<file path="config.mk">
export PLATFORM = sky130hd
export DESIGN_NAME = instr_issue_seq
export DESIGN_NICKNAME = d
export VERILOG_FILES = /design/src/rtl/instr_issue_seq.sv
export SDC_FILE = /design/constraint.sdc
export NUM_CORES = 1
export LEC_CHECK = 0
export CAP_MARGIN = 25
export CORE_MARGIN = 5
export CORE_UTILIZATION = 42
export DETAILED_ROUTE_END_ITERATION = 16
export PLACE_DENSITY_LB_ADDON = 0.08
export SLEW_MARGIN = 20
export SYNTH_ARGS = -nofsm -noshare
export SYNTH_HDL_FRONTEND = slang
export SYNTH_SLANG_ARGS = --single-unit
</file>
<file path="constraint.sdc">
create_clock -name clk -period 3.6 [get_ports clk]
set_clock_uncertainty 0.1 [all_clocks]
set_input_delay 0.72 -clock clk [delete_from_list [all_inputs] [get_ports clk]]
set_output_delay 0.72 -clock clk [all_outputs]
set_load 0.1 [all_outputs]
</file>
<file path="src/rtl/instr_issue_seq.sv">
`default_nettype none
// +--------------------------------------------------------------------------+
// | Module   : instr_issue_seq                                               |
// | Purpose  : Byte-loaded program buffer issued to the compute unit at one  |
// |            instruction per cycle, with a 16-entry shadow of its results. |
// |            Optional build macro SEQ_LOOP_EN adds a looping 'loop' input. |
// | Revision : 1.0                                                           |
// +--------------------------------------------------------------------------+
module instr_issue_seq #(
  parameter int DEPTH        = 8,
  parameter int DRAIN_CYCLES = 2
) (
  input  logic        clk,
  input  logic        rst,
`ifdef SEQ_LOOP_EN
  input  logic        loop,
`endif
  input  logic        wr_en,
  input  logic [7:0]  wr_byte,
  input  logic        prog_clr,
  input  logic        start,
  output logic [15:0] instruction,
  output logic        en,
  input  logic [7:0]  res_data,
  input  logic        res_valid,
  input  logic [3:0]  res_reg_id,
  input  logic [3:0]  rd_addr,
  output logic [7:0]  rd_data,
  output logic        busy,
  output logic        done,
  output logic        overflow,
  output logic [7:0]  res_cnt
);

  localparam int c_aw = $clog2(DEPTH);
  localparam int c_dw = (DRAIN_CYCLES > 1) ? $clog2(DRAIN_CYCLES) : 1;
  localparam logic [c_aw:0]   c_full       = (c_aw + 1)'(DEPTH);
  localparam logic [c_dw-1:0] c_drain_last = c_dw'((DRAIN_CYCLES > 0) ? DRAIN_CYCLES - 1 : 0);

  localparam logic [1:0] c_idle  = 2'd0;
  localparam logic [1:0] c_run   = 2'd1;
  localparam logic [1:0] c_drain = 2'd2;
  localparam logic [1:0] c_done  = 2'd3;

  logic [1:0]      state_q, state_d;
  logic [c_aw-1:0] pc_q, pc_d;
  logic [c_aw:0]   wr_ptr_q, wr_ptr_d;
  logic            tog_q, tog_d;
  logic [7:0]      lo_q, lo_d;
  logic            ovf_q, ovf_d;
  logic [c_dw-1:0] drain_q, drain_d;
  logic            en_q, en_d;
  logic [15:0]     instr_q, instr_d;
  logic [7:0]      res_cnt_q, res_cnt_d;
  logic [7:0]      rd_data_q, rd_data_d;
  logic            mem_we;

  logic [15:0]     mem_q    [DEPTH];
  logic [7:0]      shadow_q [16];

  logic            w_loop;
  logic            w_last;
  logic [c_aw:0]   w_len_m1;

`ifdef SEQ_LOOP_EN
  assign w_loop = loop;
`else
  assign w_loop = 1'b0;
`endif

  assign w_len_m1 = wr_ptr_q - (c_aw + 1)'(1);
  assign w_last   = ({1'b0, pc_q} == w_len_m1);

  // State register and datapath flops
  always_ff @(posedge clk) begin
    if (rst) begin
      state_q   <= c_idle;
      pc_q      <= '0;
      wr_ptr_q  <= '0;
      tog_q     <= 1'b0;
      lo_q      <= 8'h00;
      ovf_q     <= 1'b0;
      drain_q   <= '0;
      en_q      <= 1'b0;
      instr_q   <= 16'h0000;
      res_cnt_q <= 8'h00;
      rd_data_q <= 8'h00;
    end else begin
      state_q   <= state_d;
      pc_q      <= pc_d;
      wr_ptr_q  <= wr_ptr_d;
      tog_q     <= tog_d;
      lo_q      <= lo_d;
      ovf_q     <= ovf_d;
      drain_q   <= drain_d;
      en_q      <= en_d;
      instr_q   <= instr_d;
      res_cnt_q <= res_cnt_d;
      rd_data_q <= rd_data_d;
    end
  end

  // Program storage needs no reset: only entries below wr_ptr are ever issued
  always_ff @(posedge clk) begin
    if (mem_we) begin
      mem_q[wr_ptr_q[c_aw-1:0]] <= {wr_byte, lo_q};
    end
  end

  always_ff @(posedge clk) begin
    if (rst) begin
      for (int i = 0; i < 16; i++) begin
        shadow_q[i] <= 8'h00;
      end
    end else if (res_valid) begin
      shadow_q[res_reg_id] <= res_data;
    end
  end

  // Next-state and loader logic
  always_comb begin
    state_d  = state_q;
    pc_d     = pc_q;
    wr_ptr_d = wr_ptr_q;
    tog_d    = tog_q;
    lo_d     = lo_q;
    ovf_d    = ovf_q;
    drain_d  = drain_q;
    mem_we   = 1'b0;
    case (state_q)
      c_idle, c_done: begin
        if (prog_clr) begin
          wr_ptr_d = '0;
          tog_d    = 1'b0;
          ovf_d    = 1'b0;
          state_d  = c_idle;
        end else if (start) begin
          pc_d    = '0;
          state_d = (wr_ptr_q != '0) ? c_run : c_done;
        end else if (wr_en) begin
          state_d = c_idle;
          if (wr_ptr_q == c_full) begin
            ovf_d = 1'b1;
          end else if (!tog_q) begin
            lo_d  = wr_byte;
            tog_d = 1'b1;
          end else begin
            mem_we   = 1'b1;
            wr_ptr_d = wr_ptr_q + (c_aw + 1)'(1);
            tog_d    = 1'b0;
          end
        end
      end
      c_run: begin
        if (w_last) begin
          pc_d = '0;
          if (!w_loop) begin
            drain_d = '0;
            state_d = (DRAIN_CYCLES == 0) ? c_done : c_drain;
          end
        end else begin
          pc_d = pc_q + c_aw'(1);
        end
      end
      c_drain: begin
        if (drain_q == c_drain_last) begin
          state_d = c_done;
        end else begin
          drain_d = drain_q + c_dw'(1);
        end
      end
      default: state_d = c_idle;
    endcase

    // Issue outputs are registered from the next state so they track RUN exactly
    en_d      = (state_d == c_run);
    instr_d   = en_d ? mem_q[pc_d] : 16'h0000;
    res_cnt_d = (res_valid && (res_cnt_q != 8'hFF)) ? res_cnt_q + 8'd1 : res_cnt_q;
    rd_data_d = shadow_q[rd_addr];
  end

  // Output decode
  always_comb begin
    busy        = (state_q == c_run) || (state_q == c_drain);
    done        = (state_q == c_done);
    en          = en_q;
    instruction = instr_q;
    overflow    = ovf_q;
    res_cnt     = res_cnt_q;
    rd_data     = rd_data_q;
  end

endmodule
`default_nettype wire

</file>
==> results_dict.tcl, run 1 <==
set metrics [dict create \
    outcome "finished, final reports clean" \
    avgSynthCellArea_um2 17.0 \
    wirelength_mm 27.9 \
    critPathKind "reg -> reg" \
    async_flop_share_pct 0 \
    cp-start-kind "flop" \
    crit_path_end_kind "flop" \
    final_cell_mix "256 x edfxtp_1, 129 x and2_1, 64 x mux4_2" \
    ios 66 \
    gr-usage-all-layers_pct 16.6 \
    post-dp-hpwl_mm 17.5 \
    place_area_um2 14100 \
    fp.dieW_um 185 \
    cap_violations 0 \
    drtAntennaViolNets 0 \
    drtIter0Drc 304 \
    hp-class "reg -> reg" \
    period_needed_ns 3.11 \
    syn_area_um2 12800 \
    htree_levels 2 \
    mostFrequentLayoutCell "edfxtp_1" \
    core_um2 30400 \
    antenna_found_initial 0 \
    critPathTopFamily "compound AO/OA/AOI/OAI gates" \
    clkSlewWorstSetupHoldPaths_ns 0.06 \
    hold_viol 0 \
    synth_ff_type "edfxtp_1" \
    final_cells 1281 \
    setup_violations 0 \
    synth.ff_latch_count 309 \
    cts_resized 0 \
    synth.distinct_cells 57 \
    grt_pass1_vias 7043 \
    cts_setup_buffers 0 \
    layout_setup_ws_ns 0.493 \
    synthCells 756 \
    worstMarginPinSlew_ns 0.993 \
    maxSlewHeadroom_pct 33.6 \
    overflow 0 \
    clock-root-buffer "clkbuf_16" \
    clk_latency_ns 0.51 \
    wl_per_cell_um 21.8 \
    rsz0062_at_grt "false" \
    rows 64 \
    grt_max_degree 34 \
    port_buffers 65 \
    cp_max_fo 33 \
    fillers 2562 \
    finalNetCount 896 \
    place_inst 1217 \
    slew_viol_final 0 \
    vias_per_cell 5.19 \
    synth_edf_count 256 \
    dieArea_um2 34200 \
    drtPass1Iterations 4 \
    ys_warn_count 0 \
    max_freq_mhz 322 \
    synthToLayoutAreaGrowth_pct 17.9 \
    hold_buffers 0 \
    fin_crit_sh_pct 86.3 \
    required_ns 3.91 \
    postLayoutCoreUtil_pct 49.8 \
    worst_path_largest_cell_delay_ns 0.60 \
    clockBufferDepth 3 \
    vias 6642 \
    grt_pass1_wl_mm 42.4 \
    design_area_um2 15100 \
    power_density_nw_per_um2 623 \
    worst_ep_arrival_time_ns 3.41 \
    numCtsBuffers 35 \
    start_util_pct 42.2 \
    ys_seq_area_share_pct 68.1 \
    cts_tree "built" \
    ir_drop_mv 0.334 \
    crit_buf_inv 2 \
    drc_errors 0 \
    synthesis.nets 794 \
    antenna-diode-count 0 \
    cts_sinks 309 \
    leakagePower_nw 5.24 \
    layout-drive-gt1-share_pct 22.4 \
    cp_cell_sequence "inv_1 > ha_1 > xor2_1 > o2111ai_2 > a22oi_2 > buf_12 > mux4_1 > a22o_2" \
    crit_slowest_cell "mux4_1" \
    die_h_um 185 \
    dp_worst_setup_slack_ns 0.347 \
    place_congestion 0.779 \
    totalNegativeSetupSlack_ns 0 \
]
cell families (layout without fill, tap and decap cells):
kind of cell,Yosys count,count (layout),share of synthesized area [%]
multiplexers,80,80,13.5
AO/OA/AOI/OAI,44,44,3.31
XOR/XNOR,12,12,0.877
buffers and inverters,42,171,1.70
flip-flops,309,309,68.1
AND/OR/NAND/NOR,261,261,11.7
adder cells (fa/ha/maj),8,8,0.779
synthesized netlist by cell type (2+ instances only):
library cell    n  area share (%)
mux4_1          8             1.6
mux4_2         64              11
nand4_1         2           0.097
nand2b_1        6            0.29
a22o_2         10            0.78
nand3_1         5            0.19
or3_1           2           0.097
inv_1           8            0.23
edfxtp_1      256              60
or2_2          17            0.83
nor2_1         50             1.5
clkbuf_1       21            0.61
nor3_1         10            0.39
nand2_1        13            0.38
buf_2           4            0.16
o21ai_0         4            0.16
a32oi_2         2            0.25
nor2b_1        14            0.68
and2_1        129             6.3
xor2_1          6            0.41
a21oi_1         5            0.19
nand3b_1        2            0.12
a22o_1          6            0.41
buf_6           7            0.61
ha_1            8            0.78
xnor2_1         5            0.34
a21o_1          2            0.12
mux2i_1         8            0.62
dfxtp_1        53             8.3
o21a_1          2            0.12
where the power goes:
part | internal [mW] | switching (mW) | leakage, nW
Sequential | 4.05 | 0.0849 | 2.82
Combinational | 0.759 | 1.27 | 1.91
Clock | 1.93 | 1.34 | 0.506
Total | 6.74 | 2.69 | 5.24
stage by stage:
step	power [mW]	hold WS, ns
2_1_floorplan	5.80	0.387
3_3_place_gp	6.24	0.388
3_5_place_dp	6.28	0.391
4_1_cts	9.55	0.399
5_1_grt	9.80	0.425
6_report	9.43	0.404
layer usage:
layer	track usage, %	vias to the layer above	routed length, um
met3	2.59	35	1070
li1	-	3092	-
met5	0	-	0
met2	31.4	122	15300
met4	3.58	0	422
met1	20.1	3393	11200
tightest hold or removal path, delay by kind of cell, from the launching register on:
kind,cells,cell delay (ns)
AO/OA/AOI/OAI,1,0.05
AND/OR/NAND/NOR,1,0.07
flip-flops,1,0.34
state kept, by name, summed over array words and instances, names as in the netlist:
signal / cells
drain_q: 1
en: 1
instruction: 16
lo_q: 8
mem_q: 128
overflow: 1
pc_q: 3
rd_data: 8
res_cnt: 8
shadow_q: 128
state_q: 2
tog_q: 1
wr_ptr_q: 4
worst paths after layout:
path / endpoint / cells after the start / slack, ns / from
max: instruction[15] / 8 / 0.49 / wr_ptr_q[0]
min reg2reg: res_cnt[1] / 2 / 0.40 / res_cnt[1]
min: res_cnt[1] / 2 / 0.40 / res_cnt[1]
max reg2reg: instruction[15] / 8 / 0.49 / wr_ptr_q[0]
cell type report:
cell class / count / area, um^2 / area share [%]
clock buffer: 54 / 967 / 6.39
clock inverter: 10 / 88.8 / 0.587
inverter: 8 / 30.0 / 0.198
multi-input combinational: 405 / 3890 / 25.7
sequential: 309 / 8750 / 57.8
tap: 396 / 495 / 3.27
timing repair buffer: 99 / 923 / 6.10
Note: power is estimated with default switching activity, not from simulation.
==> run 2: changes to the inputs <==
--- a/config.mk
+++ b/config.mk
@@ -6,9 +6,9 @@
 export NUM_CORES = 1
 export LEC_CHECK = 0
 export CAP_MARGIN = 25
-export CORE_MARGIN = 5
 export CORE_UTILIZATION = 42
 export DETAILED_ROUTE_END_ITERATION = 16
+export HOLD_SLACK_MARGIN = 0.08
 export PLACE_DENSITY_LB_ADDON = 0.08
 export SLEW_MARGIN = 20
 export SYNTH_ARGS = -nofsm -noshare
==> run 2 against run 1 <==
Net effect:
- maximum frequency down 0.54%
- clock power up 10%
- count of clock-buffer cells in the layout down 8
- critical path type unchanged
- critical endpoint is now instruction[10]
==> results_dict.tcl, run 2 (synthesized netlist as in run 1, its figures left out) <==
set metrics [dict create \
    drtAntennaViolNets 0 \
    worst_ep_arrival_time_ns 3.43 \
    post-dp-hpwl_mm 17.1 \
    grt_pass1_vias 7193 \
    dr_wl_met3_mm 1.01 \
    critPathKind "reg -> reg" \
    setup_violations 0 \
    worst_path_largest_cell_delay_ns 0.60 \
    totalNegativeSetupSlack_ns 0 \
    place_area_um2 14100 \
    crit_slowest_cell "mux4_1" \
    power_density_nw_per_um2 641 \
    grt_max_degree 34 \
    highest_layer "met4" \
    worstMarginPinSlew_ns 0.992 \
    wl_per_cell_um 21.5 \
    cts_tree "built" \
    cts_resized 0 \
    cp_cell_sequence "inv_1 > ha_1 > xor2_1 > o2111ai_2 > a22oi_2 > buf_12 > mux4_1 > a22o_2" \
    ios 66 \
    p_seq_share_pct 42.4 \
    clkSlewWorstSetupHoldPaths_ns 0.06 \
    vias 6668 \
    leakagePower_nw 5.29 \
    pwr-share-comb_pct 20.7 \
    drc_errors 0 \
    rows 63 \
    clockBufferDepth 3 \
    port_buffers 65 \
    fillers 2477 \
    max_freq_mhz 320 \
    antenna_found_initial 0 \
    switching_share_pct 28.1 \
    required_ns 3.91 \
    slew_viol_final 0 \
    crit_path_end_kind "flop" \
    outcome "finished, final reports clean" \
    p_switching_mw 2.75 \
    ir_drop_mv 0.303 \
    cap_violations 0 \
    wl_met2_mm 14.6 \
    period_needed_ns 3.12 \
    clk_latency_ns 0.52 \
    cp_max_fo 33 \
    place_congestion 0.748 \
    mostFrequentLayoutCell "edfxtp_1" \
    finalNetCount 895 \
    wl_met1_mm 11.1 \
    wirelength_mm 27.4 \
    layout-drive-gt1-share_pct 23.0 \
    dieArea_um2 31300 \
    fin_crit_sh_pct 86.8 \
    cts_setup_buffers 0 \
    hp-class "reg -> reg" \
    clock-root-buffer "clkbuf_16" \
    hold_buffers 0 \
    numCtsBuffers 35 \
    synthToLayoutAreaGrowth_pct 18.7 \
    maxSlewHeadroom_pct 33.7 \
    fp.dieW_um 177 \
    design_area_um2 15200 \
    start_util_pct 43.0 \
    hold_viol 0 \
    antenna-diode-count 0 \
    die_h_um 177 \
    vias_per_cell 5.23 \
    gr-usage-all-layers_pct 18.4 \
    overflow 0 \
    grt_pass1_wl_mm 42.6 \
    htree_levels 2 \
    drtPass1Iterations 4 \
    final_cell_mix "256 x edfxtp_1, 129 x and2_1, 64 x mux4_2" \
    rsz0062_at_grt "false" \
    core_um2 29900 \
    internal_power_mw 7.02 \
    drtIter0Drc 389 \
    cp-start-kind "flop" \
    cts_sinks 309 \
    clock_power_share_pct 36.9 \
]
==> run 2: area by class of cell <==
type	count	area (um^2)	area share [%]
clock buffer	46	937	6.15
clock inverter	18	234	1.54
inverter	8	30.0	0.197
multi-input combinational	405	3890	25.5
sequential	309	8750	57.4
tap	390	488	3.20
timing repair buffer	98	911	5.98
==> run 2: through the flow <==
stage               hold slack, ns  util (%)  cells  worst slack, ns  total power, mW
global route                 0.433      51.0   1274            0.313             10.1
global placement             0.378      47.1   1210            0.396             6.23
CTS                          0.399      51.0   1274            0.465             9.88
detailed placement           0.390      47.1   1210            0.378             6.26
finish                       0.393      51.0   1274            0.476             9.76
floorplan                    0.387         -    756            0.583             5.80
==> run 2: worst paths after layout <==
kind                                  start         endpoint  slack, ns  cells after the start
worst max-delay path            wr_ptr_q[0]  instruction[10]       0.48                      8
worst min-delay path               overflow         overflow       0.39                      2
worst max register to register  wr_ptr_q[0]  instruction[10]       0.48                      8
worst min register to register     overflow         overflow       0.39                      2
==> run 2: routing by layer <==
metal	vias up	global-route usage [%]
li1	3099	-
met1	3381	22.7
met2	142	33.1
met3	46	2.90
met4	0	5.75
met5	-	0
==> run 2: worst max-delay path: cells and delay by family (launching register included) <==
family / cells / cell delay, ns
compound gates: 3 / 0.65
xor+xnor: 1 / 0.35
fa+ha+maj: 1 / 0.38
flops: 1 / 0.48
mux: 1 / 0.60
buf+inv: 2 / 0.43
==> run 2: power by group through the flow <==
stage               Clock (mW)  Combinational, mW  Sequential [mW]
floorplan                    0               1.12             4.69
global placement             0               2.02             4.21
detailed placement           0               2.05             4.22
CTS                       3.69               2.05             4.15
global route              3.83               2.14             4.16
finish                    3.60               2.02             4.14
